$ cat config.mk
export PLATFORM = sky130hd
export DESIGN_NAME = sap_ctrl_sequencer
export DESIGN_NICKNAME = d
export VERILOG_FILES = /design/src/rtl/sap_pkg.sv /design/src/rtl/sap_ctrl_decode.sv /design/src/rtl/sap_ctrl_sequencer.sv
export SDC_FILE = /design/constraint.sdc
export NUM_CORES = 1
export LEC_CHECK = 0
export ABC_AREA = 1
export BUFFER_PORTS_ARGS = -buffer_cell sky130_fd_sc_hd__buf_4
export CAP_MARGIN = 20
export CORE_MARGIN = 8
export CORE_UTILIZATION = 48
export CTS_CLUSTER_SIZE = 8
export DETAILED_ROUTE_END_ITERATION = 6
export MAX_ROUTING_LAYER = met4
export PLACE_DENSITY = 0.73
export SYNTH_ARGS = -nofsm -noshare
export SYNTH_HDL_FRONTEND = slang
export SYNTH_SLANG_ARGS = --single-unit
$ cat constraint.sdc
create_clock -name clk -period 1.3 [get_ports clk]
set_input_delay 0.39 -clock clk [delete_from_list [all_inputs] [get_ports clk]]
set_output_delay 0.39 -clock clk [all_outputs]
set_load 0.03 [all_outputs]
$ cat src/rtl/sap_pkg.sv
// Shared opcodes, FSM encoding and control-word payload for the SAP control sequencer.
package sap_pkg;

  localparam int unsigned OP_W  = 4;
  localparam int unsigned CNT_W = 4;

  localparam logic [OP_W-1:0] OP_NOP = 4'h0;
  localparam logic [OP_W-1:0] OP_LDA = 4'h1;
  localparam logic [OP_W-1:0] OP_LDB = 4'h2;
  localparam logic [OP_W-1:0] OP_ADD = 4'h3;
  localparam logic [OP_W-1:0] OP_SUB = 4'h4;
  localparam logic [OP_W-1:0] OP_OUT = 4'h5;
  localparam logic [OP_W-1:0] OP_HLT = 4'hF;

  typedef enum logic [2:0] {
    ST_IDLE   = 3'd0,
    ST_SETTLE = 3'd1,
    ST_LOAD   = 3'd2,
    ST_OUTPUT = 3'd3,
    ST_HALT   = 3'd4
  } state_e;

  typedef struct packed {
    logic nla;
    logic nlb;
    logic ea;
    logic eu;
    logic sub;
    logic out_strobe;
  } cw_t;

  localparam cw_t CW_IDLE = '{nla: 1'b1, nlb: 1'b1, ea: 1'b0, eu: 1'b0, sub: 1'b0, out_strobe: 1'b0};

  // ADD and SUB share the settle/load path through the ALU.
  function automatic logic is_arith(input logic [OP_W-1:0] op);
    return (op == OP_ADD) || (op == OP_SUB);
  endfunction

endpackage

$ cat src/rtl/sap_ctrl_decode.sv
// Combinational map from (state, latched opcode) to the datapath control word.
module sap_ctrl_decode
  import sap_pkg::*;
(
  input  state_e          state,
  input  logic [OP_W-1:0] opcode,
  output cw_t             cw_c
);

  always_comb begin
    cw_c = CW_IDLE;
    unique case (state)
      ST_SETTLE: begin
        cw_c.eu  = 1'b1;
        cw_c.sub = (opcode == OP_SUB);
      end
      ST_LOAD: begin
        if (is_arith(opcode)) begin
          cw_c.eu  = 1'b1;
          cw_c.sub = (opcode == OP_SUB);
          cw_c.nla = 1'b0;
        end else if (opcode == OP_LDA) begin
          cw_c.nla = 1'b0;
        end else if (opcode == OP_LDB) begin
          cw_c.nlb = 1'b0;
        end
      end
      ST_OUTPUT: begin
        cw_c.ea         = 1'b1;
        cw_c.out_strobe = 1'b1;
      end
      default: cw_c = CW_IDLE;
    endcase
  end

endmodule

$ cat src/rtl/sap_ctrl_sequencer.sv
// Microcoded sequencer: accepts one opcode per handshake and drives registered
// datapath strobes; latches ALU flags at the end of ADD/SUB.
module sap_ctrl_sequencer
  import sap_pkg::*;
#(
  parameter int unsigned SETTLE = 1
) (
  input  logic            clk,
  input  logic            rst,
  input  logic            instr_valid,
  input  logic [OP_W-1:0] instr_opcode,
  output logic            instr_ready,
  input  logic            alu_cf,
  input  logic            alu_zf,
  output logic            nLa,
  output logic            nLb,
  output logic            Ea,
  output logic            Eu,
  output logic            sub,
  output logic            out_strobe,
  output logic            flag_c,
  output logic            flag_z,
  output logic            halted,
  output logic            illegal
);

  state_e           state_q, state_d;
  logic [CNT_W-1:0] cnt_q, cnt_d;
  logic [OP_W-1:0]  op_q, op_d;
  logic             flag_c_q, flag_c_d;
  logic             flag_z_q, flag_z_d;
  logic             halted_q, halted_d;
  logic             illegal_q, illegal_d;
  cw_t              cw_q, cw_d;
  logic             accept;

  assign accept = instr_valid && (state_q == ST_IDLE);

  always_comb begin
    state_d   = state_q;
    cnt_d     = cnt_q;
    op_d      = op_q;
    flag_c_d  = flag_c_q;
    flag_z_d  = flag_z_q;
    halted_d  = halted_q;
    illegal_d = illegal_q;
    unique case (state_q)
      ST_IDLE: begin
        if (accept) begin
          op_d = instr_opcode;
          unique case (instr_opcode)
            OP_NOP: state_d = ST_IDLE;
            OP_LDA, OP_LDB: state_d = ST_LOAD;
            OP_ADD, OP_SUB: begin
              state_d = ST_SETTLE;
              cnt_d   = CNT_W'(SETTLE - 1);
            end
            OP_OUT: state_d = ST_OUTPUT;
            OP_HLT: begin
              state_d  = ST_HALT;
              halted_d = 1'b1;
            end
            default: illegal_d = 1'b1;
          endcase
        end
      end
      ST_SETTLE: begin
        if (cnt_q == '0) begin
          state_d = ST_LOAD;
        end else begin
          cnt_d = cnt_q - CNT_W'(1);
        end
      end
      ST_LOAD: begin
        if (is_arith(op_q)) begin
          flag_c_d = alu_cf;
          flag_z_d = alu_zf;
        end
        state_d = ST_IDLE;
      end
      ST_OUTPUT: state_d = ST_IDLE;
      ST_HALT:   state_d = ST_HALT;
      default:   state_d = ST_IDLE;
    endcase
  end

  // Control word is decoded from the next state so it appears on the accept edge.
  sap_ctrl_decode u_decode (
    .state  (state_d),
    .opcode (op_d),
    .cw_c   (cw_d)
  );

  always_ff @(posedge clk) begin
    if (rst) begin
      state_q   <= ST_IDLE;
      cnt_q     <= '0;
      op_q      <= OP_NOP;
      flag_c_q  <= 1'b0;
      flag_z_q  <= 1'b0;
      halted_q  <= 1'b0;
      illegal_q <= 1'b0;
      cw_q      <= CW_IDLE;
    end else begin
      state_q   <= state_d;
      cnt_q     <= cnt_d;
      op_q      <= op_d;
      flag_c_q  <= flag_c_d;
      flag_z_q  <= flag_z_d;
      halted_q  <= halted_d;
      illegal_q <= illegal_d;
      cw_q      <= cw_d;
    end
  end

  assign instr_ready = (state_q == ST_IDLE);
  assign nLa         = cw_q.nla;
  assign nLb         = cw_q.nlb;
  assign Ea          = cw_q.ea;
  assign Eu          = cw_q.eu;
  assign sub         = cw_q.sub;
  assign out_strobe  = cw_q.out_strobe;
  assign flag_c      = flag_c_q;
  assign flag_z      = flag_z_q;
  assign halted      = halted_q;
  assign illegal     = illegal_q;

endmodule

* Yosys cells after proc, flatten, opt, wreduce, memory -nomap -nowiden *
Cells that the tools add are included.

cells by class
  add/sub/neg operators = 1
  multipliers = 0
  div/mod/pow operators = 0
  $lt $le $gt $ge = 0
  equal/unequal tests = 21
  shifts and indexed selects = 0
  multiplexer cells = 16
  bitwise operators = 2
  reduce and logical (&&, ||, !) cells = 16

operators with widths
  cell                   number
  $eq A4 B2 Y1 const B   5
  $mux W4                5
  $eq A4 B3 Y1 const B   4
  $pmux W3 S5            1
  $eq A3 B2 Y1 const B   3
  $pmux W3 S3            1
  $eq A4 B1 Y1 const B   2
  $logic_not A4 Y1       2
  $pmux W4 S2            1
  $reduce_or A7 Y1       1
  $eq A3 B1 Y1 const B   2
  $mux W3                2
  $reduce_and A3 Y1      2
  $reduce_or A2 Y1       3
  $eq A4 B4 Y1 const B   1
  $mux W1                4
  $ne A2 B1 Y1 const B   2
  $pmux W2 S2            1
  $reduce_and A4 Y1      1
  $reduce_or A4 Y1       1
  $sub A4 B1 Y4 const B  1
  $eq A3 B3 Y1 const B   1
  $logic_not A3 Y1       1
  $logic_or A1 B1 Y1     2
  6 further kinds        7

word-level totals
  bits in registers = 20
  bits in latches = 0
  RAM bits = 0
  memory bits (read-only) = 0
  bits of input ports = 9
  output and inout bits = 11
  logic and storage cells = 68
  memories = 0

* Logic depth before layout (Yosys ltp) *
Gate-level depths: netlist of run 1.

  word-level depth = 8
  gate-level depth with buffers = 10
  depth with buffers taken out = 10

* Cells and area by module *
From an unflattened synthesis of run 1, not the netlist that was laid out.

unflattened totals
  cells, all modules = 165
  area, all modules = 1,082.3 sq um

modules (own cells, without submodules)
  module              times used  cells each  area each (sq um)  seq. area each (sq um)
  sap_ctrl_sequencer  1           140         969.7              420.4
  sap_ctrl_decode     1           25          112.6              0.0

* Worst setup path before layout of run 1 *
OpenSTA, ideal clock, no wires.

  path type = input-to-reg
  start = input port instr_valid
  end = register cw_q, in the netlist Eu
  library setup time = 0.116 ns
  arrival time = 1.178 ns
  required time = 1.184 ns
  setup slack = 0.006 ns
  stages = 7
  path buffers = 1
  cells stage by stage = buf_2 > nand3_4 > inv_2 > a21oi_1 > nor2_1 > nor2_1 > nor2_1

on the way
  longest elaborated chain between the ends = 7
  elaborated cells between the ends (all ways) = 12
  those cells by class = 4 x eq/ne; 6 x mux; 2 x reduce/logical

RTL lines
  what                                          RTL line                   text
  start, declared                               sap_ctrl_sequencer.sv:10   input logic instr_valid,
  $logic_and A1 B1 Y1 (*)                       sap_ctrl_sequencer.sv:37   assign accept = instr_valid && (state_q == ST_IDLE);
  $mux W4                                       sap_ctrl_sequencer.sv:49   if (accept) begin
  $mux W4                                       sap_ctrl_sequencer.sv:47   unique case (state_q)
  $eq A4 B2 Y1 or $eq A4 B3 Y1 (tied branches)  sap_pkg.sv:36              return (op == OP_ADD) || (op == OP_SUB);
  $logic_or A1 B1 Y1                            sap_pkg.sv:36
  $mux W2                                       sap_ctrl_decode.sv:18      if (is_arith(opcode)) begin
  $pmux W2 S2 (*)                               sap_ctrl_decode.sv:12      unique case (state)
  end signal, assigned                          sap_ctrl_sequencer.sv:112  cw_q <= cw_d;
  end, declared                                 sap_ctrl_sequencer.sv:34   cw_t cw_q, cw_d;

Mark *: on every way between the ends. The rest lies on a longest branch, timed or not.
A chain may end at the register's enable or synchronous reset.

* Final worst setup path of run 1 *
  start = register state_q[2]
  end = output port instr_ready

on the way
  longest elaborated chain between the ends = 1

RTL lines
  what                    RTL line                   text
  start, declared         sap_ctrl_sequencer.sv:27   state_e state_q, state_d;
  start signal, assigned  sap_ctrl_sequencer.sv:105  state_q <= state_d;
  $logic_not A3 Y1        sap_ctrl_sequencer.sv:116  assign instr_ready = (state_q == ST_IDLE);
  end, declared           sap_ctrl_sequencer.sv:12   output logic instr_ready,

No other way between the ends.

==> flow_summary.yaml, run 1 <==
setup_path:
  critPathLaunchType: "flop"
  cp.required_ns: 0.91
  cpPeakStageDelay_ns: 0.37
  critPathCaptureType: "output pin"
  slowest_stage: "dfxtp_2"
  crit_fanout: 3
  rr_worst_depth: 10
  critical_path_arrival_ns: 1.11
  r2r_end: "Eu"
  r2r_start: "state_q[0]"
  path_class: "flop to output pin"
  crit_chain: "inv_4, buf_4, nand2_1, inv_1, buf_6"
  r2r_slack_ns: -0.15
cells_and_area:
  final_cells: 234
  stdcell_area_um2: 1700
  fillers: 109
  fin_nets: 219
  n_antenna_cell: 0
  syn_to_final_growth_pct: 65.9
  layout-drive-gt1-share_pct: 48.8
synth:
  ys_top_cells_by_area: "dfxtp_1 39%, nand2_1 12%, nor2_1 11%"
  synth_ff_type: "dfxtp_1"
  synth_edf_count: 0
  yosysUniqueCellTypes: 19
  synthArstFlopShare_pct: 0
  synth_top_cell_by_area: "dfxtp_1"
  yosysWarningCount: 0
  yosysMostFrequentCell: "nand2_1"
  yosysSeqAreaShare_pct: 39.0
  synth_nets: 166
  syn_area_um2: 1030
  synth-seq-cells: 20
  netlist_instances: 155
  syn_area_per_cell_um2: 6.62
  yosys.area.top_type_share_pct: 39.0
  synth.top_cells.by_count: "33 x nand2_1, 30 x nor2_1, 22 x inv_1"
outcome:
  violations: "negative setup slack"
  status: "finished, violations left"
routing:
  drtAntennaViolNets: 0
  vias_per_cell: 5.47
  first_pass_iters: 4
  post_drt_wl_per_cell_um: 15.4
  initialDrtViolationCount: 102
  remaining_drc_errors: 0
  drt-total-wl_mm: 3.60
  via_count: 1281
global_route:
  grt_pass1_wl_mm: 5.47
  antenna_found_initial: 0
  grt_pass1_vias: 1252
  grt-ovfl-total: 0
  grt_use_total_pct: 17.4
  grt_max_degree: 15
sta:
  fin_hold_ws_ns: 0.295
  skew_ns: 0.000656
  rsz0062_at_grt: "true"
  hold_violations: 0
  relSlewSlack_pct: 76.7
  finalMaxSlewViolations: 0
  max_freq_ghz: 0.667
  tightest_slew_ns: 0.346
  setup_slack_ns: -0.200
  setup_viol: 15
  fin_crit_sh_pct: 115
  finalCriticalPeriod_ns: 1.50
clock_network:
  cts_tree: "done"
  cts_buffer_depth: 2
  clock_latency_ns: 0.32
  h-tree-depth: 1
  hold_buffers: 0
  cts.reportedPaths.clkPinSlew_ns: 0.12
  cts_buffers: 3
  clock_sinks: 20
  root_buffer: "clkbuf_4"
placement:
  port_buffers: 19
  gp_congestion: 0.856
  dpl_cell_area_um2: 1360
  dp.cells: 221
  dp_slack_ns: -0.164
  place_hpwl_mm: 2.08
worst_hold_path:
  min_path_cells: 3
  min_path_type: "input port to flop"
  hp-start: "alu_zf"
  hold_path_end: "flag_z"
power:
  power.total_uw: 1650
  power-per-cell-area_nw_per_um2: 971
  power.leakage_uw: 0.000806
  ir_drop_v: 0.000837
die:
  die_h_um: 62.2
  dieWidth_um: 62.2
  core_um2: 1980
  row_count: 16
  pin_count: 20
  die_area_um2: 3870
  start_util_pct: 51.8
run:
  max-cap-violations: 0
## routing by layer
metal	share of wire, %	up-vias	wire length (um)	track usage [%]
met3	6.7	21	240	3.58
met1	38	591	1360	18.0
met4	5.4	0	193	5.83
li1	-	600	-	-
met5	0	-	0	-
met2	50	69	1800	31.8
## state kept, by name, summed over array words and instances (netlist names)
register,flops
out_strobe,1
flag_c,1
halted,1
nLa,1
nLb,1
sub,1
illegal,1
Eu,1
cnt_q,4
flag_z,1
state_q,3
op_q,4
## where the power goes
group / internal [uW] / switching (uW) / total, uW
Combinational: 203 / 263 / 467
Clock: 312 / 213 / 526
Sequential: 638 / 23.2 / 661
## worst max-delay path by stage
stage | startpoint | end | slack [ns] | cells after the start
after floorplan | instr_valid | Eu | 0.006 | 7
after global placement | instr_opcode[1] | Eu | -0.15 | 9
after detailed placement | instr_opcode[1] | sub | -0.16 | 9
after CTS | state_q[1] | instr_ready | -0.17 | 4
after global routing | state_q[0] | Eu | -0.26 | 10
final | state_q[2] | instr_ready | -0.20 | 5
## placed cells by master, fill, tap and decap left out, types with 2 or more instances in the layout
cell	count
a21oi_1	7
buf_4	45
buf_6	6
clkbuf_4	3
dfxtp_1	17
dfxtp_2	2
ha_1	2
inv_1	17
inv_2	4
inv_4	2
nand2_1	19
nand2_2	11
nand2_4	4
nand3_1	5
nand3_2	2
nand3_4	3
nand4_1	7
nor2_1	21
nor2_2	5
nor2_4	4
nor3_1	6
nor3_2	3
o21ai_0	3
## cells by family (layout without fill, tap and decap cells)
logic type / after synthesis / count (layout) / share of synthesized area, %
AO/OA/AOI/OAI: 13 / 13 / 6.59
adder cells (fa/ha/maj): 2 / 2 / 2.44
buffers and inverters: 27 / 79 / 10.5
flip-flops: 20 / 20 / 39.0
AND/OR/NAND/NOR: 93 / 93 / 41.5
## worst max-delay path: cells and delay by family (launching register included)
kind / cells / cell delay (ns)
buffers and inverters: 4 / 0.35
DFF: 1 / 0.37
and+or+nand+nor: 1 / 0.07
## per-stage QoR
step / util [%] / setup TNS [ns]
after floorplan: - / 0
after global placement: 68.7 / -0.785
after detailed placement: 68.7 / -1.01
after CTS: 82.4 / -0.562
after global routing: 85.9 / -2.80
final: 85.9 / -1.55
## final cells by class
cell class              count  area, um^2  area share [%]
inverters                  23        91.3            5.37
well taps                  27        33.8            1.99
clock buffers               3        22.5            1.32
repair buffers             52         425            25.0
clock inverters             1        30.0            1.76
flip-flops and latches     20         407            23.9
multi-input cells         108         692            40.7
## repair_timing
| action | in CTS | in global routing |
|---|---|---|
| cloned | 0 | 0 |
| pin swaps | 17 | 8 |
| resized for setup | 46 | 17 |
| buffers inserted | 9 | 0 |
| endpoints found under the setup margin | 12 | 18 |
Power figures use the tool's default switching activity.
==> run 2, diff against run 1 <==
--- a/config.mk
+++ b/config.mk
@@ -7,12 +7,12 @@
 export LEC_CHECK = 0
 export ABC_AREA = 1
-export BUFFER_PORTS_ARGS = -buffer_cell sky130_fd_sc_hd__buf_4
 export CAP_MARGIN = 20
 export CORE_MARGIN = 8
-export CORE_UTILIZATION = 48
+export CORE_UTILIZATION = 54
 export CTS_CLUSTER_SIZE = 8
 export DETAILED_ROUTE_END_ITERATION = 6
+export DONT_BUFFER_PORTS = 1
 export MAX_ROUTING_LAYER = met4
-export PLACE_DENSITY = 0.73
+export PLACE_DENSITY = 0.71
 export SYNTH_ARGS = -nofsm -noshare
 export SYNTH_HDL_FRONTEND = slang
==> constraint.sdc (replaced) <==
create_clock -name clk -period 1.3 [get_ports clk]
set_input_delay 0.39 -clock clk [delete_from_list [all_inputs] [get_ports clk]]
set_output_delay 0.39 -clock clk [all_outputs]
set_load 0.005 [all_outputs]
==> run 2 against run 1 <==
  * Wire length decreased by 8.5%
  * Via count decreased by 9.4%
  * Largest power group unchanged
  * Highest routed layer unchanged
  * The flow still finishes with violations (negative setup slack)
  * Register-to-register slack improved by 0.03 ns
==> flow_summary.yaml, run 2 (synthesis results as in run 1) <==
die:
  pin_count: 20
  dieWidth_um: 59.6
  die_h_um: 59.6
  row_count: 15
  core_um2: 1760
  die_area_um2: 3550
  start_util_pct: 58.2
run:
  max-cap-violations: 0
worst_hold_path:
  min_path_type: "input port to flop"
  hold_path_end: "cnt_q[1]"
  hp-start: "rst"
  min_path_cells: 1
sta:
  tightest_slew_ns: 0.266
  relSlewSlack_pct: 82.1
  tns_ns: -0.356
  finalCriticalPeriod_ns: 1.43
  hold_violations: 0
  fin_hold_ws_ns: 0.118
  setup_viol: 6
  max_freq_ghz: 0.700
  fin_crit_sh_pct: 110
  setup_slack_ns: -0.128
  rsz0062_at_grt: "true"
  skew_ns: 0.0134
  finalMaxSlewViolations: 0
clock_network:
  h-tree-depth: 1
  hold_buffers: 0
  cts.reportedPaths.clkPinSlew_ns: 0.13
  clock_sinks: 20
  cts_tree: "done"
  cts_buffer_depth: 2
  root_buffer: "clkbuf_4"
  cts_buffers: 3
  clock_latency_ns: 0.32
cells_and_area:
  n_antenna_cell: 0
  layout-drive-gt1-share_pct: 40.7
  syn_to_final_growth_pct: 48.2
  reg_top3: "cnt_q (4), op_q (4), state_q (3)"
  final_common_cell: "nor2_1"
  fin_nets: 194
  mostFrequentLayoutCells: "24 x nor2_1, 22 x buf_4, 18 x nand2_1, 18 x inv_1, 15 x dfxtp_1"
placement:
  gp_congestion: 0.883
  port_buffers: 0
  place_hpwl_mm: 1.98
global_route:
  grt_pass1_wl_mm: 4.54
  grt_max_degree: 15
  grt_use_total_pct: 16.8
  grt-ovfl-total: 0
  antenna_found_initial: 0
  grt_pass1_vias: 1079
setup_path:
  rr_worst_depth: 10
  critPathLaunchType: "flop"
  path_class: "flop to output pin"
  crit_fanout: 4
  r2r_slack_ns: -0.12
  startpoint: "state_q[0]"
  cp.required_ns: 0.91
  r2r_start: "state_q[0]"
  critical_path_arrival_ns: 1.04
  critPathCaptureType: "output pin"
  r2r_end: "Eu"
routing:
  drt-total-wl_mm: 3.29
  drtAntennaViolNets: 0
  post_drt_wl_per_cell_um: 15.9
  first_pass_iters: 6
  initialDrtViolationCount: 54
  remaining_drc_errors: 0
  via_count: 1161
  vias_per_cell: 5.61
outcome:
  status: "finished, violations left"
  violations: "negative setup slack"
power:
  power-per-cell-area_nw_per_um2: 1030
  power.leakage_uw: 0.000688
  ir_drop_v: 0.00101
[run 2: cell types whose count changed in the layout (fill, tap and decap cells not counted), moves of 3 or more]
| cell | before | now |
|---|---|---|
| buf_4 | 45 | 22 |
| nor2_1 | 21 | 24 |
| nand2_4 | 4 | 8 |
| nand2_2 | 11 | 8 |
[run 2: through the flow]
step	utilization (%)	cells	cell area, um^2	power (uW)	setup slack [ns]
3_5_place_dp	67.9	196	1200	910	-0.114
4_1_cts	78.2	204	1380	1470	-0.122
5_1_grt	86.2	207	1520	1610	-0.189
2_1_floorplan	-	155	1030	822	0.00577
3_3_place_gp	67.9	196	1200	902	-0.0866
6_report	86.2	207	1520	1570	-0.128
[run 2: worst max-delay path by stage]
stage | to | slack [ns]
6_report | instr_ready | -0.13
5_1_grt | Eu | -0.19
4_1_cts | instr_ready | -0.12
3_5_place_dp | Eu | -0.11
3_3_place_gp | Eu | -0.09
2_1_floorplan | Eu | 0.006
[run 2: timing repair]
action	in CTS	in global routing
buffers inserted	4	3
endpoints found under the setup margin	11	17
pin swaps	6	15
gates resized for setup	31	32
[run 2: routing by layer]
metal	vias to the layer above	GRT usage, %	wire length (um)
li1	548	-	-
met2	61	30.2	1600
met1	538	17.6	1350
met3	14	3.25	244
met4	0	6.12	95
met5	-	-	0
[run 2: power by group]
part | internal, uW | switching, uW
combinational | 171 | 211
sequential | 636 | 24.3
clock | 312 | 214
total | 1120 | 449
[run 2: worst max-delay path: stages, from the launching register on]
cell	delay, ns
dfxtp_4	0.38
nor2_8	0.13
buf_6	0.12
nand2_2	0.05
inv_2	0.05
[run 2: final cells by class]
type                    count  area [um^2]
flip-flops and latches     20          412
repair buffers             27          230
clock inverters             1         30.0
fillers                   102          244
clock buffers               3         22.5
well taps                  25         31.3
multi-input cells         108          706
inverters                  23         88.8
